--- config.mk ---
export PLATFORM = sky130hd
export DESIGN_NAME = bus_slot_arbiter
export DESIGN_NICKNAME = d
export VERILOG_FILES = /design/src/rtl/bus_slot_pkg.sv /design/src/rtl/bus_phase_counter.sv /design/src/rtl/bus_slot_arbiter.sv
export SDC_FILE = /design/constraint.sdc
export NUM_CORES = 1
export LEC_CHECK = 0
export CAP_MARGIN = 20
export CORE_MARGIN = 2
export CORE_UTILIZATION = 41
export CTS_CLUSTER_SIZE = 12
export DETAILED_ROUTE_END_ITERATION = 12
export PLACE_DENSITY = 0.71
export SYNTH_ARGS = -nofsm -noshare
export SYNTH_HDL_FRONTEND = slang
export SYNTH_SLANG_ARGS = --single-unit
--- constraint.sdc ---
create_clock -name clk -period 1.45 [get_ports clk]
set_input_delay 0.2175 -clock clk [delete_from_list [all_inputs] [get_ports clk]]
set_output_delay 0.2175 -clock clk [all_outputs]
set_load 0.1 [all_outputs]
--- src/rtl/bus_slot_pkg.sv ---
// Shared encodings for the bus slot arbiter: slot owners, round-robin pointer
// and the bus phases at which slots start and decisions are taken.
package bus_slot_pkg;

  typedef enum logic [1:0] {
    OWN_CPU  = 2'b00,
    OWN_A    = 2'b01,
    OWN_B    = 2'b10,
    OWN_IDLE = 2'b11
  } owner_e;

  typedef enum logic {
    RrA = 1'b0,
    RrB = 1'b1
  } rr_e;

  localparam logic [2:0] PH_PHI1   = 3'd0;
  localparam logic [2:0] PH_PHI2   = 3'd4;
  localparam logic [2:0] PH_DECIDE = 3'd7;

  // Last phase of the phi1 half; the phi2 slot is resolved on the edge leaving it.
  localparam logic [2:0] PH_PHI1_LAST = PH_PHI2 - 3'd1;

endpackage

--- src/rtl/bus_phase_counter.sv ---
// 8-phase bus cycle counter: phase 0..7 with phi2 high for phases 4..7 and
// a slot_start pulse at the start of each half-cycle. All outputs registered.
module bus_phase_counter
  import bus_slot_pkg::*;
(
  input  logic       clk,
  input  logic       rst,
  output logic [2:0] phase,
  output logic       phi2,
  output logic       slot_start
);

  logic [2:0] phase_d;

  always_comb begin
    phase_d = phase + 3'd1;
  end

  always_ff @(posedge clk) begin
    if (rst) begin
      phase      <= PH_PHI1;
      phi2       <= 1'b0;
      slot_start <= 1'b0;
    end else begin
      phase      <= phase_d;
      phi2       <= phase_d[2];
      slot_start <= (phase_d == PH_PHI1) || (phase_d == PH_PHI2);
    end
  end

endmodule

--- src/rtl/bus_slot_arbiter.sv ---
// Shares each 2 MHz bus cycle between the CPU and two secondary masters:
// phi1 slot round-robins A/B, phi2 slot is the CPU's unless urgent A steals it.
module bus_slot_arbiter
  import bus_slot_pkg::*;
#(
  parameter int unsigned MAX_STEAL = 3
) (
  input  logic       clk,
  input  logic       rst,
  input  logic       req_a,
  input  logic       urgent_a,
  input  logic       req_b,
  output logic       gnt_a,
  output logic       gnt_b,
  output logic [1:0] slot_owner,
  output logic       slot_start,
  output logic [2:0] phase,
  output logic       phi2,
  output logic       cpu_rdy
);

  localparam logic [2:0] MaxSteal = 3'(MAX_STEAL);

  owner_e     slot_owner_q;
  owner_e     own1_d;
  owner_e     own2_q;
  rr_e        rr_q;
  rr_e        rr_d;
  logic [2:0] steal_cnt_q;
  logic       steal_d;

  bus_phase_counter u_phase (
    .clk        (clk),
    .rst        (rst),
    .phase      (phase),
    .phi2       (phi2),
    .slot_start (slot_start)
  );

  assign slot_owner = slot_owner_q;

  // Decision inputs; only consumed on the phase-7 edge.
  always_comb begin
    own1_d = OWN_IDLE;
    rr_d   = rr_q;
    if (req_a && req_b) begin
      own1_d = (rr_q == RrA) ? OWN_A : OWN_B;
      rr_d   = (rr_q == RrA) ? RrB : RrA;
    end else if (req_a) begin
      own1_d = OWN_A;
    end else if (req_b) begin
      own1_d = OWN_B;
    end
    steal_d = req_a && urgent_a && (steal_cnt_q < MaxSteal);
  end

  always_ff @(posedge clk) begin
    if (rst) begin
      gnt_a        <= 1'b0;
      gnt_b        <= 1'b0;
      slot_owner_q <= OWN_IDLE;
      own2_q       <= OWN_IDLE;
      cpu_rdy      <= 1'b1;
      rr_q         <= RrA;
      steal_cnt_q  <= 3'd0;
    end else begin
      gnt_a <= 1'b0;
      gnt_b <= 1'b0;
      if (phase == PH_DECIDE) begin
        slot_owner_q <= own1_d;
        gnt_a        <= (own1_d == OWN_A);
        gnt_b        <= (own1_d == OWN_B);
        own2_q       <= steal_d ? OWN_A : OWN_CPU;
        cpu_rdy      <= !steal_d;
        steal_cnt_q  <= steal_d ? steal_cnt_q + 3'd1 : 3'd0;
        rr_q         <= rr_d;
      end else if (phase == PH_PHI1_LAST) begin
        // A stolen slot whose request has since dropped goes idle; cpu_rdy stays low.
        if (own2_q == OWN_A) begin
          if (req_a) begin
            slot_owner_q <= OWN_A;
            gnt_a        <= 1'b1;
          end else begin
            slot_owner_q <= OWN_IDLE;
          end
        end else begin
          slot_owner_q <= own2_q;
        end
      end
    end
  end

endmodule

Word level (Yosys, flattened, before mapping)
Index checks and enable logic that the tools add are counted.
{"block": "totals", "ram_bits": 0, "in_bits": 5, "latch_bits": 0, "n_memories": 0, "mem_bits_ro": 0, "output_inout_bits": 10, "ff_bits": 16}
{"block": "op_classes", "multipliers": 0, "n_lt_le_gt_ge": 1, "div_mod_pow": 0, "n_bitwise": 1, "n_addsub": 2, "mux": 15, "eq_ne": 6, "n_shift": 0, "reduce_logical": 9}
{"cell": "2-bit two-way mux", "count": 7}
{"cell": "1-bit two-way mux", "count": 7}
{"cell": "3-bit by 1-bit adder with 3-bit output (second input constant)", "count": 2}
{"cell": "3-bit == test (second input constant)", "count": 2}
{"cell": "2-bit by 1-bit == test with 1-bit output (second input constant)", "count": 2}
{"cell": "3-bit by 2-bit == test with 1-bit output (second input constant)", "count": 1}
{"cell": "1-bit logical AND", "count": 3}
{"cell": "3-bit zero test", "count": 1}
{"cell": "3-bit by 2-bit < comparator with 1-bit output (second input constant)", "count": 1}
{"cell": "3-bit two-way mux", "count": 1}
{"cell": "2-bit == test (second input constant)", "count": 1}
{"cell": "2-bit AND reduction", "count": 1}
{"cell": "2-bit nonzero test", "count": 1}
{"cell": "2-bit OR reduction", "count": 1}
{"cell": "1-bit zero test", "count": 1}
{"cell": "1-bit logical OR", "count": 1}
{"cell": "1-bit NOT", "count": 1}

Logic depth before layout (Yosys ltp)
Gate-level depths: netlist of run 1.
{"block": "depth", "word_depth": 5, "depth_mapped": 6, "mapped_depth_nobuf": 5}

Cells and area by module
A second synthesis of run 1 with hierarchy kept.
{"block": "hier_totals", "cells_unflattened": 62, "hier_area_um2": 615.6}
{"module": "bus_slot_arbiter", "area_per_inst_um2": 486.7, "instances": 1, "seq_area_each_um2": 220.2, "cells_each": 51}
{"module": "bus_phase_counter", "area_per_inst_um2": 128.9, "instances": 1, "seq_area_each_um2": 80.1, "cells_each": 11}

Least setup slack after synthesis of run 1
Ideal clock, no wire load.
{"block": "synth_timing", "kind": "flip-flop to flip-flop", "from": "reg u_phase.phase[0]", "to": "reg cpu_rdy", "arrival_time_ps": 1942, "stages_incl_launch_ff": 6, "period_less_slack_ps": 2056, "slack_ps": -606, "path_buffers": 0, "path_cell_list": "dfxtp_1 ha_1 ha_1 nand4b_1 a21o_1 a21o_1"}
{"block": "synth_between", "elab_chain_cells": 1}
{"element": "from (decl)", "line_no": "bus_phase_counter.sv:8", "source": "output logic [2:0] phase,"}
{"element": "from (signal assigned)", "line_no": "bus_phase_counter.sv:25", "source": "phase <= phase_d;"}
{"element": "3-bit == test", "line_no": "bus_slot_arbiter.sv:69", "source": "if (phase == PH_DECIDE) begin"}
{"element": "to (signal assigned)", "line_no": "bus_slot_arbiter.sv:74", "source": "cpu_rdy <= !steal_d;"}
{"element": "to (decl)", "line_no": "bus_slot_arbiter.sv:19", "source": "output logic cpu_rdy"}
No other way between the ends.
A chain may end at the register's enable or synchronous reset.

Final worst setup path of run 1
{"block": "layout_timing", "from": "reg u_phase.phase[0]", "to": "reg slot_owner_q[1] (netlist: slot_owner[1])"}
{"block": "layout_between", "elab_chain_cells": 2, "word_cells_on_any_way": 4, "classes_between": "2 x eq/ne; 1 x mux; 1 x reduce/logical"}
{"element": "3-bit == test or 3-bit by 2-bit == test with 1-bit output (tied branches)", "line_no": "bus_slot_arbiter.sv:69, bus_slot_arbiter.sv:77"}
{"element": "2-bit two-way mux or 2-bit nonzero test (tied branches)"}
{"element": "to (signal assigned)", "line_no": "bus_slot_arbiter.sv:70", "source": "slot_owner_q <= own1_d;"}
{"element": "to (signal assigned)", "line_no": "bus_slot_arbiter.sv:87", "source": "slot_owner_q <= own2_q;"}
{"element": "to (decl)", "line_no": "bus_slot_arbiter.sv:24", "source": "owner_e slot_owner_q;"}
Parallel ways exist; a longest one is shown, timed or not.

==> flow_summary.ini, run 1 <==
[detailed_routing]
drt-vias-per-instance = 5.04
detailedRoute.firstPassIterationCount = 4
drc = 0
drt.antenna.violating_nets = 0
mean_routed_wirelength_per_cell_um = 11.5
drt-initial-drc-count = 8
num_vias = 499
wirelength_um = 1140

[synth]
synth_top_family_by_area = simple AND/OR/NAND/NOR gates
proportion_of_synthesized_chip_area_in_sequential_cells_pct = 47.5
post_synth_mux_area_share_pct = 3.37
post-synth-top-area-fraction_pct = 47.5
synth_fa_ha_area_share_pct = 9.90
synthDominantAreaCellType = sky130_fd_sc_hd__dfxtp_1
synthXorXnorAreaFrac_pct = 1.39
synthSimpleGateAreaFrac_pct = 16.0
mappedNetlistNets = 73
ys_ff_latch = 15
netlist_top_cells_area = sky130_fd_sc_hd__dfxtp_1, sky130_fd_sc_hd__ha_1, sky130_fd_sc_hd__a21o_1
netlist_area_um2 = 632
postSynthCellCount = 63
syn_avg_cell_area_um2 = 10.0
synth.yosys.warnings = 0
post_synth_num_cell_types = 26
synth_compound_gate_area_share_pct = 14.5

[run]
timing.max_cap.violations = 0

[critical_path]
startpoint_type = register
worstSetupStartpoint = u_phase.phase[0]
path_max_fanout = 7
ff2ff_path_depth = 6
worst_ep_required_time_ns = 1.63
timing.critical_path.buf_inv = 1
worstSetupPathDepth = 6
timing.setup.critical_path_class = reg2reg
worstReg2RegStart = u_phase.phase[0]
crit_arrival_ns = 1.53
crit-reg2reg-capture = slot_owner[1]
timing.critical_path.cells = ha_4, ha_4, buf_4, nor3_1, a31oi_1, a21o_1
critical-path-slowest-cell = sky130_fd_sc_hd__dfxtp_4
cp_slowest_stage_delay_ns = 0.38
critical-path-top-delay-family = flip-flops
critical_path_endpoint = slot_owner[1]
r2r_slack_ns = 0.1
critical_path.endpoint_type = register
path_common_cell = sky130_fd_sc_hd__ha_4

[pwr]
vdd_drop_max_mv = 0.669
power_switching_share_pct = 28.9
leakage_nw = 0.375
power.internal_uw = 593
combPwrFrac_pct = 19.6
clock_power_share_pct = 28.2
p_sw_uw = 241
power.density_cell_area_mw_per_mm2 = 850
power_frac_seq_pct = 52.2
p_total_uw = 834

[timing]
layout_skew_ns = 0.00234
period_minus_slack_ns = 1.35
fin_tns_setup_ns = 0
timing.final.max_slew_violations = 0
hold_viol = 0
rsz0062_at_grt = false
post-route-worst-setup-slack_ns = 0.0991
max_slew_headroom_pct = 86.1
finalSetupViolCount = 0
worst_slew_pin_slew_ns = 0.208
final_period_utilization_pct = 93.2
hold-worst-slack_ns = 0.475
fmaxAchievable_ghz = 0.740

[final_layout]
design.final.nets = 94
area_delta_synth_final_pct = 55.2
finish.cell_count_without_fillers = 99
antenna-diode-count = 0
post_route_cells_drive_above_1_share_pct = 32.5

[die]
io_pins = 15
floorplan.die_area_mm2 = 0.00187
core_area_mm2 = 0.00147
vert_die_dim_um = 43.3
floorplan.die.width_um = 43.3
floorplan.initialDensity_pct = 42.9
rows = 14

[clock_tree]
htree_num_levels = 1
cts_resized = 0
hold_buffers = 0
insertion_delay_ns = 0.28
clock-root-buffer = sky130_fd_sc_hd__clkbuf_4
cts_made_buffers = 3
cts_tree = yes
clk_path_buf_depth = 2
clock_sinks = 15
postCtsSetupRepairBufs = 0
clk_transition_reported_paths_ns = 0.09

[status]
status = finished, final reports clean

[placed_design]
place.detailed.instances = 93
placement.io_buffers = 14
gp_routability_congestion = 0.795
place_ws_ns = 0.0943
detailed_place_hpwl_um = 860

[grt]
track_usage_pct = 14.1
grt_overflow = 0
global_route_wire_length_before_repair_um = 1960
pin_count_of_the_biggest_net_entering_global_routing = 13
grt_antenna_before_repair = 0
first_global_vias = 448

[worst_hold_path]
holdCritPathClass = reg2reg
[power groups by stage]
stage	combinational (mW)	sequential, mW	clock, mW
CTS	0.164	0.436	0.240
detailed placement	0.164	0.445	0
floorplan	0.0423	0.498	0
finish	0.163	0.435	0.235
global placement	0.163	0.445	0
global route	0.171	0.437	0.262
[metal layers]
layer | track usage (%) | vias to the layer above | wire, um
li1 | - | 257 | -
met1 | 18.6 | 230 | 542
met2 | 21.8 | 10 | 533
met3 | 3.83 | 2 | 48
met4 | 5.45 | 0 | 14
met5 | 0 | - | 0
[cell families after synthesis]
| family | after synthesis |
|---|---|
| AOI/OAI and AO/OA | 13 |
| xor gates and xnor gates | 1 |
| adders and majority gates | 5 |
| buffers and inverters | 9 |
| DFF | 15 |
| muxes | 2 |
| and+or+nand+nor | 18 |
[cell type report]
type	count	area, um^2
sequential	15	312
multi-input combinational	39	323
clock buffer	4	26.3
timing repair buffer	19	278
inverter	6	22.5
fill	121	490
tap	16	20.0
[how the worst min path moves through the flow]
stage,to,depth (start not counted),from
finish,u_phase.phase[0],1,u_phase.phase[0]
global route,u_phase.phase[0],1,u_phase.phase[0]
CTS,u_phase.phase[0],1,u_phase.phase[0]
detailed placement,u_phase.phase[0],1,u_phase.phase[0]
global placement,u_phase.phase[0],1,u_phase.phase[0]
floorplan,u_phase.phase[1],1,rst
[cells in the mapped netlist (all sizes together)]
master and number:
a21o 5, a21oi 1, a22oi 1, a31oi 1
buf 3, dfxtp 15, ha 5, inv 6
mux2 1, mux2i 1, nand2 3, nand2b 2
nand3 1, nand4b 1, nor2 4, nor2b 2
nor3 3, nor3b 1, o211ai 1, o21ai 2
o32ai 2, or2 1, xor2 1
[through the flow]
| step | instance area (um^2) | utilization, % |
|---|---|---|
| final | 981 | 66.7 |
| after global routing | 981 | 66.7 |
| after CTS | 966 | 65.6 |
| after detailed placement | 940 | 63.9 |
| after global placement | 940 | 63.9 |
| after floorplan | 681 | - |
[cells in the final DEF (no fill, tap or decap), drive strengths merged, types with 2 or more instances in the layout]
| master | instances |
|---|---|
| dfxtp | 15 |
| nand2b | 2 |
| a21o | 5 |
| nor2 | 4 |
| o21ai | 2 |
| ha | 5 |
| nand2 | 3 |
| nor2b | 2 |
| clkbuf | 4 |
| inv | 6 |
| nor3 | 3 |
| clkdlybuf4s50 | 4 |
| buf | 15 |
| o32ai | 2 |
[sequential cells by signal, indices dropped and copies added, names as in the netlist]
register / flops
steal_cnt_q: 3
own2_q: 2
slot_owner: 2
u_phase.phase: 2
cpu_rdy: 1
gnt_a: 1
gnt_b: 1
rr_q: 1
u_phase.phi2: 1
u_phase.slot_start: 1
(Power assumes the default switching activity.)
==> run 2: changes to the inputs <==
- CORE_UTILIZATION: 41 -> 25
- PLACE_DENSITY: 0.71 -> unset
==> run 2 against run 1 <==
- non-clock buffer count down 2
- final cell count up 12%
- highest routed layer unchanged
- cell area up 0.38%
- count of clock-buffer cells in the layout down 1
- global-route usage down 4.5 points
- clock skew up 0.0012 ns
- maximum frequency down 0.32%
- critical path type unchanged
- power up 0.30%
==> flow_summary.ini, run 2 (synthesis results as in run 1) <==
[clock_tree]
cts_resized = 0
clock_sinks = 15
htree_num_levels = 1
clk_transition_reported_paths_ns = 0.09
clock-root-buffer = sky130_fd_sc_hd__clkbuf_4
postCtsSetupRepairBufs = 0
clk_path_buf_depth = 2
hold_buffers = 0
cts_made_buffers = 3
cts_tree = yes
insertion_delay_ns = 0.29

[critical_path]
timing.setup.critical_path_class = reg2reg
worstReg2RegStart = u_phase.phase[0]
worstSetupStartpoint = u_phase.phase[0]
path_max_fanout = 12
crit_arrival_ns = 1.55
critical_path.endpoint_type = register
worst_ep_required_time_ns = 1.64
startpoint_type = register

[detailed_routing]
drt.antenna.violating_nets = 0
num_vias = 484
detailedRoute.firstPassIterationCount = 3
mean_routed_wirelength_per_cell_um = 10.4
drt-initial-drc-count = 5
wirelength_um = 1160
drt-vias-per-instance = 4.36
drc = 0

[die]
floorplan.die_area_mm2 = 0.00295
vert_die_dim_um = 54.3
floorplan.initialDensity_pct = 26.0
io_pins = 15
rows = 18
floorplan.die.width_um = 54.3
core_area_mm2 = 0.00243

[grt]
track_usage_pct = 9.61
first_global_vias = 477
pin_count_of_the_biggest_net_entering_global_routing = 13
grt_antenna_before_repair = 0
global_route_wire_length_before_repair_um = 1950
grt_overflow = 0

[final_layout]
finish.instance_area_um2 = 985
antenna-diode-count = 0
leading_cell_type_in_the_layout_fill_and_taps_excluded = sky130_fd_sc_hd__dfxtp_1
design.final.nets = 92
max_reg_flops = 3
final_util_pct = 40.5
area_delta_synth_final_pct = 55.8
layout.cells.most_common_list = sky130_fd_sc_hd__dfxtp_1, sky130_fd_sc_hd__buf_12, sky130_fd_sc_hd__inv_1, sky130_fd_sc_hd__a21o_1, sky130_fd_sc_hd__clkdlybuf4s50_1
top_register = steal_cnt_q
post_route_cells_drive_above_1_share_pct = 32.1

[worst_hold_path]
hold_path_startpoint = u_phase.phase[0]
holdCritPathClass = reg2reg

[timing]
period_minus_slack_ns = 1.36
worst_slew_pin_slew_ns = 0.242
finalSetupViolCount = 0
hold_viol = 0
fmaxAchievable_ghz = 0.738
layout_skew_ns = 0.00357
max_slew_headroom_pct = 83.8
fin_tns_setup_ns = 0
final_period_utilization_pct = 93.5
rsz0062_at_grt = false
timing.final.max_slew_violations = 0

[status]
status = finished, final reports clean

[pwr]
vdd_drop_max_mv = 0.387
power.density_cell_area_mw_per_mm2 = 849
leakage_nw = 0.367

[placed_design]
detailed_place_hpwl_um = 928
placement.io_buffers = 14
dpl_cell_area_um2 = 957
gp_routability_congestion = 0.691

[run]
timing.max_cap.violations = 0
## run 2: changes by cell type in the layout (fill, tap and decap cells not counted)
cell	change
sky130_fd_sc_hd__clkbuf_1	-1
sky130_fd_sc_hd__buf_4	-2
sky130_fd_sc_hd__clkinv_2	+1
## run 2: report_power, final
part           internal [mW]  switching [mW]  total, mW  leakage [nW]
registers              0.420          0.0156      0.436         0.124
logic                 0.0660          0.0963      0.162         0.226
clock network          0.103           0.135      0.238        0.0177
total                  0.589           0.247      0.836         0.367
## run 2: final cells by class
| cell class | count | area [um^2] |
|---|---|---|
| clock inverters | 1 | 5.00 |
| clock buffers | 3 | 22.5 |
| flip-flops and latches | 15 | 312 |
| multi-input cells | 39 | 323 |
| repair buffers | 17 | 263 |
| well taps | 30 | 37.5 |
| inverters | 6 | 22.5 |
| fillers | 242 | 1450 |
## run 2: worst paths after layout
| path | cells past startpoint | slack [ns] | to |
|---|---|---|---|
| worst min register to register | 1 | 0.47 | u_phase.phase[0] |
| worst max register to register | 5 | 0.09 | cpu_rdy |
| worst min-delay path | 1 | 0.47 | u_phase.phase[0] |
| worst max-delay path | 5 | 0.09 | cpu_rdy |
## run 2: per-layer routing
metal / part of all wire (%) / up-vias / GRT usage, %
met1: 42 / 218 / 10.6
li1: - / 249 / -
met4: 1.4 / 0 / 5.00
met2: 49 / 13 / 15.7
met3: 7.4 / 4 / 4.10
met5: 0 / - / 0
## run 2: through the flow
step | hold slack [ns] | setup WS (ns) | power, mW | instances
after global placement | 0.452 | 0.138 | 0.610 | 107
after global routing | 0.495 | 0.0142 | 0.883 | 111
after floorplan | 0.279 | 0.00576 | 0.540 | 63
after CTS | 0.474 | 0.0864 | 0.849 | 111
after detailed placement | 0.459 | 0.106 | 0.609 | 107
final | 0.469 | 0.0948 | 0.836 | 111
## run 2: worst max-delay path, cell delays in order, from the launching register on
cell,delay [ns]
sky130_fd_sc_hd__dfxtp_4,0.39
sky130_fd_sc_hd__ha_4,0.16
sky130_fd_sc_hd__ha_4,0.20
sky130_fd_sc_hd__nand4b_1,0.14
sky130_fd_sc_hd__a21o_1,0.21
sky130_fd_sc_hd__a21o_1,0.16
